## config.mk

```make
export PLATFORM = sky130hd
export DESIGN_NAME = bus_bridge
export DESIGN_NICKNAME = d
export VERILOG_FILES = /design/src/rtl/bus_bridge_pkg.sv /design/src/rtl/sync2.sv /design/src/rtl/bus_bridge.sv
export SDC_FILE = /design/constraint.sdc
export NUM_CORES = 1
export LEC_CHECK = 0
export CORE_MARGIN = 3
export CORE_UTILIZATION = 38
export DETAILED_ROUTE_END_ITERATION = 10
export PLACE_DENSITY = 0.94
export SETUP_SLACK_MARGIN = 0.15
export SYNTH_ARGS = -nofsm -noshare
export SYNTH_HDL_FRONTEND = slang
export SYNTH_SLANG_ARGS = --single-unit
```

## constraint.sdc

```tcl
create_clock -name clk -period 2.65 [get_ports clk]
set_clock_uncertainty 0.15 [all_clocks]
set_input_delay 0.53 -clock clk [delete_from_list [all_inputs] [get_ports clk]]
set_output_delay 0.53 -clock clk [all_outputs]
set_load 0.05 [all_outputs]
```

## src/rtl/bus_bridge_pkg.sv

```systemverilog
// Shared definitions for the CPU-to-device bus bridge: FSM state encodings,
// default device window bases and the CP0 interrupt vector width.
package bus_bridge_pkg;

    typedef enum logic [1:0] {
        ST_IDLE   = 2'd0,
        ST_ACCESS = 2'd1,
        ST_DONE   = 2'd2
    } state_t;

    localparam int          TIMEOUT_DEFAULT   = 16;
    localparam logic [31:0] DEV0_BASE_DEFAULT = 32'h0000_7F00;
    localparam logic [31:0] DEV1_BASE_DEFAULT = 32'h0000_7F10;
    localparam int          CP0_DEV_CNT       = 8;

endpackage

```

## src/rtl/sync2.sv

```systemverilog
// Two-flop synchronizer for a single asynchronous level into the clk domain.
module sync2 (
    input  logic clk,
    input  logic rst,
    input  logic d_i,
    output logic q_o
);

    logic meta_q;

    always_ff @(posedge clk or negedge rst) begin
        if (!rst) begin
            meta_q <= 1'b0;
            q_o    <= 1'b0;
        end else begin
            meta_q <= d_i;
            q_o    <= meta_q;
        end
    end

endmodule

```

## src/rtl/bus_bridge.sv

```systemverilog
// Bridges single CPU bus requests onto two 16-byte device windows with an
// acknowledge timeout, a sticky bus-error flag and synchronized device IRQs.
//
//   state  | meaning
//   IDLE   | waiting for a CPU request; decodes the address when one arrives
//   ACCESS | device selected, waiting for its acknowledge or the timeout
//   DONE   | result captured, DevSel dropped; PrReady follows on the next cycle
module bus_bridge
    import bus_bridge_pkg::*;
#(
    parameter int          TIMEOUT   = TIMEOUT_DEFAULT,
    parameter logic [31:0] DEV0_BASE = DEV0_BASE_DEFAULT,
    parameter logic [31:0] DEV1_BASE = DEV1_BASE_DEFAULT
) (
    input  logic                   clk,
    input  logic                   rst,
    input  logic                   PrReq,
    input  logic [31:0]            PrAddr,
    input  logic [31:0]            PrWD,
    input  logic                   PrWe,
    output logic [31:0]            PrRD,
    output logic                   PrReady,
    output logic [1:0]             DevSel,
    output logic [1:0]             DevAddr,
    output logic [31:0]            DevWD,
    output logic                   DevWe,
    input  logic [31:0]            DevRD0,
    input  logic [31:0]            DevRD1,
    input  logic [1:0]             DevAck,
    input  logic [1:0]             DevIRQ,
    input  logic                   ErrClr,
    output logic                   BusErr,
    output logic [CP0_DEV_CNT-1:0] HWInt
);

    localparam int               CNT_W    = $clog2(TIMEOUT) + 1;
    localparam logic [CNT_W-1:0] CNT_LAST = CNT_W'(TIMEOUT - 1);

    state_t            state_q, state_d;
    logic [1:0]        sel_q, sel_d;
    logic [1:0]        addr_q, addr_d;
    logic [31:0]       wd_q, wd_d;
    logic              we_q, we_d;
    logic [31:0]       rd_q, rd_d;
    logic              ready_q, ready_d;
    logic              err_q, err_d;
    logic [CNT_W-1:0]  cnt_q, cnt_d;

    logic              dev0_hit, dev1_hit, req_take, ack_hit, tmo_hit, err_set;
    logic [1:0]        irq_sync;
    logic              unused_addr_lsb;

    assign dev0_hit        = PrAddr[31:4] == DEV0_BASE[31:4];
    assign dev1_hit        = PrAddr[31:4] == DEV1_BASE[31:4];
    // PrReq is still held while PrReady is high; do not start a second access from it
    assign req_take        = PrReq && !ready_q;
    assign ack_hit         = |(DevAck & sel_q);
    assign tmo_hit         = cnt_q == CNT_LAST;
    assign unused_addr_lsb = ^PrAddr[1:0];

    always_ff @(posedge clk or negedge rst) begin
        if (!rst) begin
            state_q <= ST_IDLE;
        end else begin
            state_q <= state_d;
        end
    end

    always_comb begin
        state_d = state_q;
        case (state_q)
            ST_IDLE: begin
                if (req_take) begin
                    state_d = (dev0_hit || dev1_hit) ? ST_ACCESS : ST_DONE;
                end
            end
            ST_ACCESS: begin
                if (ack_hit || tmo_hit) begin
                    state_d = ST_DONE;
                end
            end
            ST_DONE: state_d = ST_IDLE;
            default: state_d = ST_IDLE;
        endcase
    end

    always_comb begin
        sel_d   = sel_q;
        addr_d  = addr_q;
        wd_d    = wd_q;
        we_d    = we_q;
        rd_d    = rd_q;
        cnt_d   = cnt_q;
        err_set = 1'b0;
        ready_d = state_q == ST_DONE;
        case (state_q)
            ST_IDLE: begin
                if (req_take) begin
                    if (dev0_hit || dev1_hit) begin
                        sel_d  = dev0_hit ? 2'b01 : 2'b10;
                        addr_d = PrAddr[3:2];
                        wd_d   = PrWD;
                        we_d   = PrWe;
                        cnt_d  = '0;
                    end else begin
                        rd_d    = '0;
                        err_set = 1'b1;
                    end
                end
            end
            ST_ACCESS: begin
                // an acknowledge on the final timeout cycle still completes normally
                if (ack_hit) begin
                    rd_d  = we_q ? '0 : (sel_q[0] ? DevRD0 : DevRD1);
                    sel_d = '0;
                    we_d  = 1'b0;
                end else if (tmo_hit) begin
                    rd_d    = '0;
                    err_set = 1'b1;
                    sel_d   = '0;
                    we_d    = 1'b0;
                end else begin
                    cnt_d = cnt_q + CNT_W'(1);
                end
            end
            ST_DONE: begin
                sel_d = '0;
                we_d  = 1'b0;
            end
            default: begin
                sel_d = '0;
                we_d  = 1'b0;
            end
        endcase
        err_d = err_set ? 1'b1 : (ErrClr ? 1'b0 : err_q);
    end

    always_ff @(posedge clk or negedge rst) begin
        if (!rst) begin
            sel_q   <= '0;
            addr_q  <= '0;
            wd_q    <= '0;
            we_q    <= 1'b0;
            rd_q    <= '0;
            ready_q <= 1'b0;
            err_q   <= 1'b0;
            cnt_q   <= '0;
        end else begin
            sel_q   <= sel_d;
            addr_q  <= addr_d;
            wd_q    <= wd_d;
            we_q    <= we_d;
            rd_q    <= rd_d;
            ready_q <= ready_d;
            err_q   <= err_d;
            cnt_q   <= cnt_d;
        end
    end

    for (genvar i = 0; i < 2; i++) begin : g_irq_sync
        sync2 u_sync2 (
            .clk (clk),
            .rst (rst),
            .d_i (DevIRQ[i]),
            .q_o (irq_sync[i])
        );
    end

    always_comb begin
        HWInt    = '0;
        HWInt[1] = irq_sync[0];
        HWInt[2] = irq_sync[1];
        HWInt[3] = err_q;
    end

    assign PrRD    = rd_q;
    assign PrReady = ready_q;
    assign DevSel  = sel_q;
    assign DevAddr = addr_q;
    assign DevWD   = wd_q;
    assign DevWe   = we_q;
    assign BusErr  = err_q;

endmodule

```

==> metrics.md <==
| Metric | Value |
|---|---|
| Run status | complete, but fails checks |
| Failing checks | negative hold slack |
| DRC viols | 0 |
| Fill cells | 622 |
| Endpoints failing setup | 0 |
| Arrival time worst endpoint | 2.56 ns |
| Slew Limit Headroom | 64.4% |
| Least-Margin Pin Slew | 0.533 ns |
| Total chip power | 2.54 mW |
| Synth Area in XOR/XNOR | 0% |
| PortBufs | 208 |
| Drt pass-1 iters | 4 |
| Routability cong. | 0.872 |
| Post-Synthesis Cells | 265 |
| Clock Sinks | 82 |
| Tmin final | 2.47 ns |
| Adder-Cell Fraction of Synth Area | 0.698% |
| I/O pin cnt | 216 |
| Setup Total Neg Slack | 0 ns |
| Die Wd | 103 um |
| Top sig layer | met4 |
| R2r setup slk | 0.30 ns |
| Post-route cell area | 0.00617 mm2 |
| Antenna Diode Count | 0 |
| Initial antenna violation count | 0 |
| Cell taking the most area after synthesis | dfrtp_1 |
| Max-Cap Viols | 0 |
| # rows | 34 |
| Clk buf depth | 2 |
| Post-synth EDFFs | 0 |
| Commonest cells after routing, fill and taps aside | clkdlybuf4s50_1 (203), dfrtp_1 (81), mux2_1 (35) |
| Worst-Skew Late Latency | 0.34 ns |
| CTS tree | yes |
| Post-synth ARST share | 100% |
| Initial Util | 40.1% |
| CTS buffer count | 9 |
| Ys Warns | 0 |
| Placed cell count | 579 |
| CP Launch Type | primary input |
| Post-DP HPWL | 8.32 mm |
| Area after DPL | 0.00582 mm2 |
| Fin nets | 626 |
| Hold crit path type | primary input to asynchronous set/reset pin |
| Post-DRT Antenna Nets | 0 |
| Fmax | 0.405 GHz |
| Yosys top cell area share | 57.2% |
| Endpoint type of the worst setup path | flop |
| Share of layout cells above drive strength 1 | 10.2% |
| Clk slew on worst S/H paths | 0.09 ns |
| Synth Cell Area | 0.00358 mm2 |
| Sequential cell area | 0.00205 mm2 |
| Top FF cell, synth | dfrtp_1 |
| Layout Cells excl Fill | 600 |
| Largest family of logic cells by synthesized area | multiplexers |
| Mux share of post-synthesis cell area | 20.2% |
| Via count | 3080 |
| Met2 WL post-DR | 5.72 mm |
| Post-Route WL | 11.1 mm |
| Initial DRC Count | 59 |
| M1 wire length | 4.14 mm |
| CP Class | primary input to flop |
| Worst EP required | 2.75 ns |
| Synth area leaders | dfrtp_1 (57%), mux2_1 (11%), mux2i_1 (9.2%) |
| Layout Area Growth over Synthesis | 72.0% |
| Area of the core | 0.00893 mm2 |
| DR WL/cell | 18.5 um |
| Simple-Gate Fraction of Synth Area | 5.51% |
| Compound-Gate Fraction of Synth Area | 11.4% |
| Multi-input logic area | 0.00144 mm2 |
| Via-to-Cell Ratio | 5.13 |
| Commonest non-fill, non-tap cell in the layout | clkdlybuf4s50_1 |
| Fin util | 69.0% |
| H-tree levels | 3 |
| Cell variety after synth | 37 |
| Number of global-route vias before repair | 3324 |
| Fin crit share | 93.1% |
| Largest net degree at the start of global routing | 41 |
| Crit-path max FO | 14 |
| Root buffer cell | clkbuf_8 |
| Slew Viols, Final | 0 |
| Die area | 0.0106 mm2 |
| Congestion Overflow GR | 0 |
| Pwr Density | 412 mW/mm2 |
| DP Worst Slack | -0.286 ns |
| Final hold vios | 3 |
| Register bit count reported by yosys | 82 |
| Mean Syn Cell Area | 13.5 um2 |
| Leakage | 2.66 nW |
| Die Ht | 103 um |
| DR WL met3 | 1.14 mm |
| First-pass GRT wire length | 16.5 mm |
| Worst vdd ir | 0.309 mV |
| Final worst slack | 0.184 ns |
| RSZ-0062 raised after global routing | yes |
| Register area share after synthesis | 57.2% |
| Gr usage total | 20.2% |
| Worst Hold Margin | -0.0121 ns |
worst max-delay path, cell delays in order:
cell	delay, ns
clkdlybuf4s50_1	0.43
nor4_2	0.33
nand4_1	0.22
o311a_1	0.44
o21ai_4	0.28
buf_12	0.19
o2bb2ai_1	0.14
cell type report:
type                    instances  share of cell area [%]
flip-flops and latches         82                    33.3
multi-input cells             159                    23.3
clock inverters                 6                    1.10
clock buffers                  10                    2.07
well taps                     108                    2.19
repair buffers                231                    37.8
inverters                       4                   0.244
synthesized netlist by cell type (2+ instances only):
master,number
nand2_1,8
mux2_1,35
clkbuf_1,5
nor2_1,5
nor3_1,2
a31o_1,2
o2bb2ai_1,32
ha_1,2
a21oi_1,3
inv_1,2
buf_2,6
nand3_1,2
nor2b_1,2
dfrtp_1,82
nor4_1,5
or3_1,3
nand2b_1,2
buf_6,4
a22o_1,4
inv_2,2
o21ai_1,2
buf_4,8
mux2i_1,33
state kept, by name, summed over array words and instances (netlist names):
register / count
DevWD: 32
PrRD: 32
cnt_q: 5
DevAddr: 2
DevSel: 2
g_irq_sync.u_sync2.meta_q: 2
g_irq_sync.u_sync2.q_o: 2
state_q: 2
BusErr: 1
DevWe: 1
PrReady: 1
cell families (layout without fill, tap and decap cells):
| logic type | after synthesis | in the layout |
|---|---|---|
| flip-flops | 82 | 82 |
| multiplexers | 68 | 68 |
| AO/OA/AOI/OAI | 48 | 48 |
| AND/OR/NAND/NOR | 36 | 36 |
| buffers and inverters | 28 | 251 |
| adder cells (fa/ha/maj) | 2 | 2 |
| other | 1 | 5 |
final timing paths:
check                                                   from                         to  cells past startpoint
worst min-delay path                                     rst                      DevWe                      1
worst max-delay path                              PrAddr[17]                   PrRD[31]                      7
worst min register to register  g_irq_sync[1].u_sync2.meta_q  g_irq_sync[1].u_sync2.q_o                      0
worst max register to register                      cnt_q[0]                   cnt_q[3]                      7
max in group asynchronous                                rst                  DevWD[19]                      2
min in group clk                g_irq_sync[1].u_sync2.meta_q  g_irq_sync[1].u_sync2.q_o                      0
layer usage:
| layer | up-vias | global-route usage (%) |
|---|---|---|
| met5 | - | 0 |
| met4 | 0 | 4.58 |
| met3 | 7 | 6.63 |
| met2 | 161 | 36.4 |
| met1 | 1501 | 23.1 |
| li1 | 1411 | - |
where the power goes:
part           internal (mW)  switching (mW)
Sequential              1.26         0.00648
Clock                  0.438           0.458
Combinational          0.229           0.150
Total                   1.92           0.614
timing repair:
item                                   CTS  global route
pin swaps                                2             2
hold buffers                             0             0
gates cloned                             1             2
endpoints found under the hold margin    0             0
setup buffers                            0             2
resized for setup                        2            10
setup endpoints to repair               31            51
(Power assumes the default switching activity.)
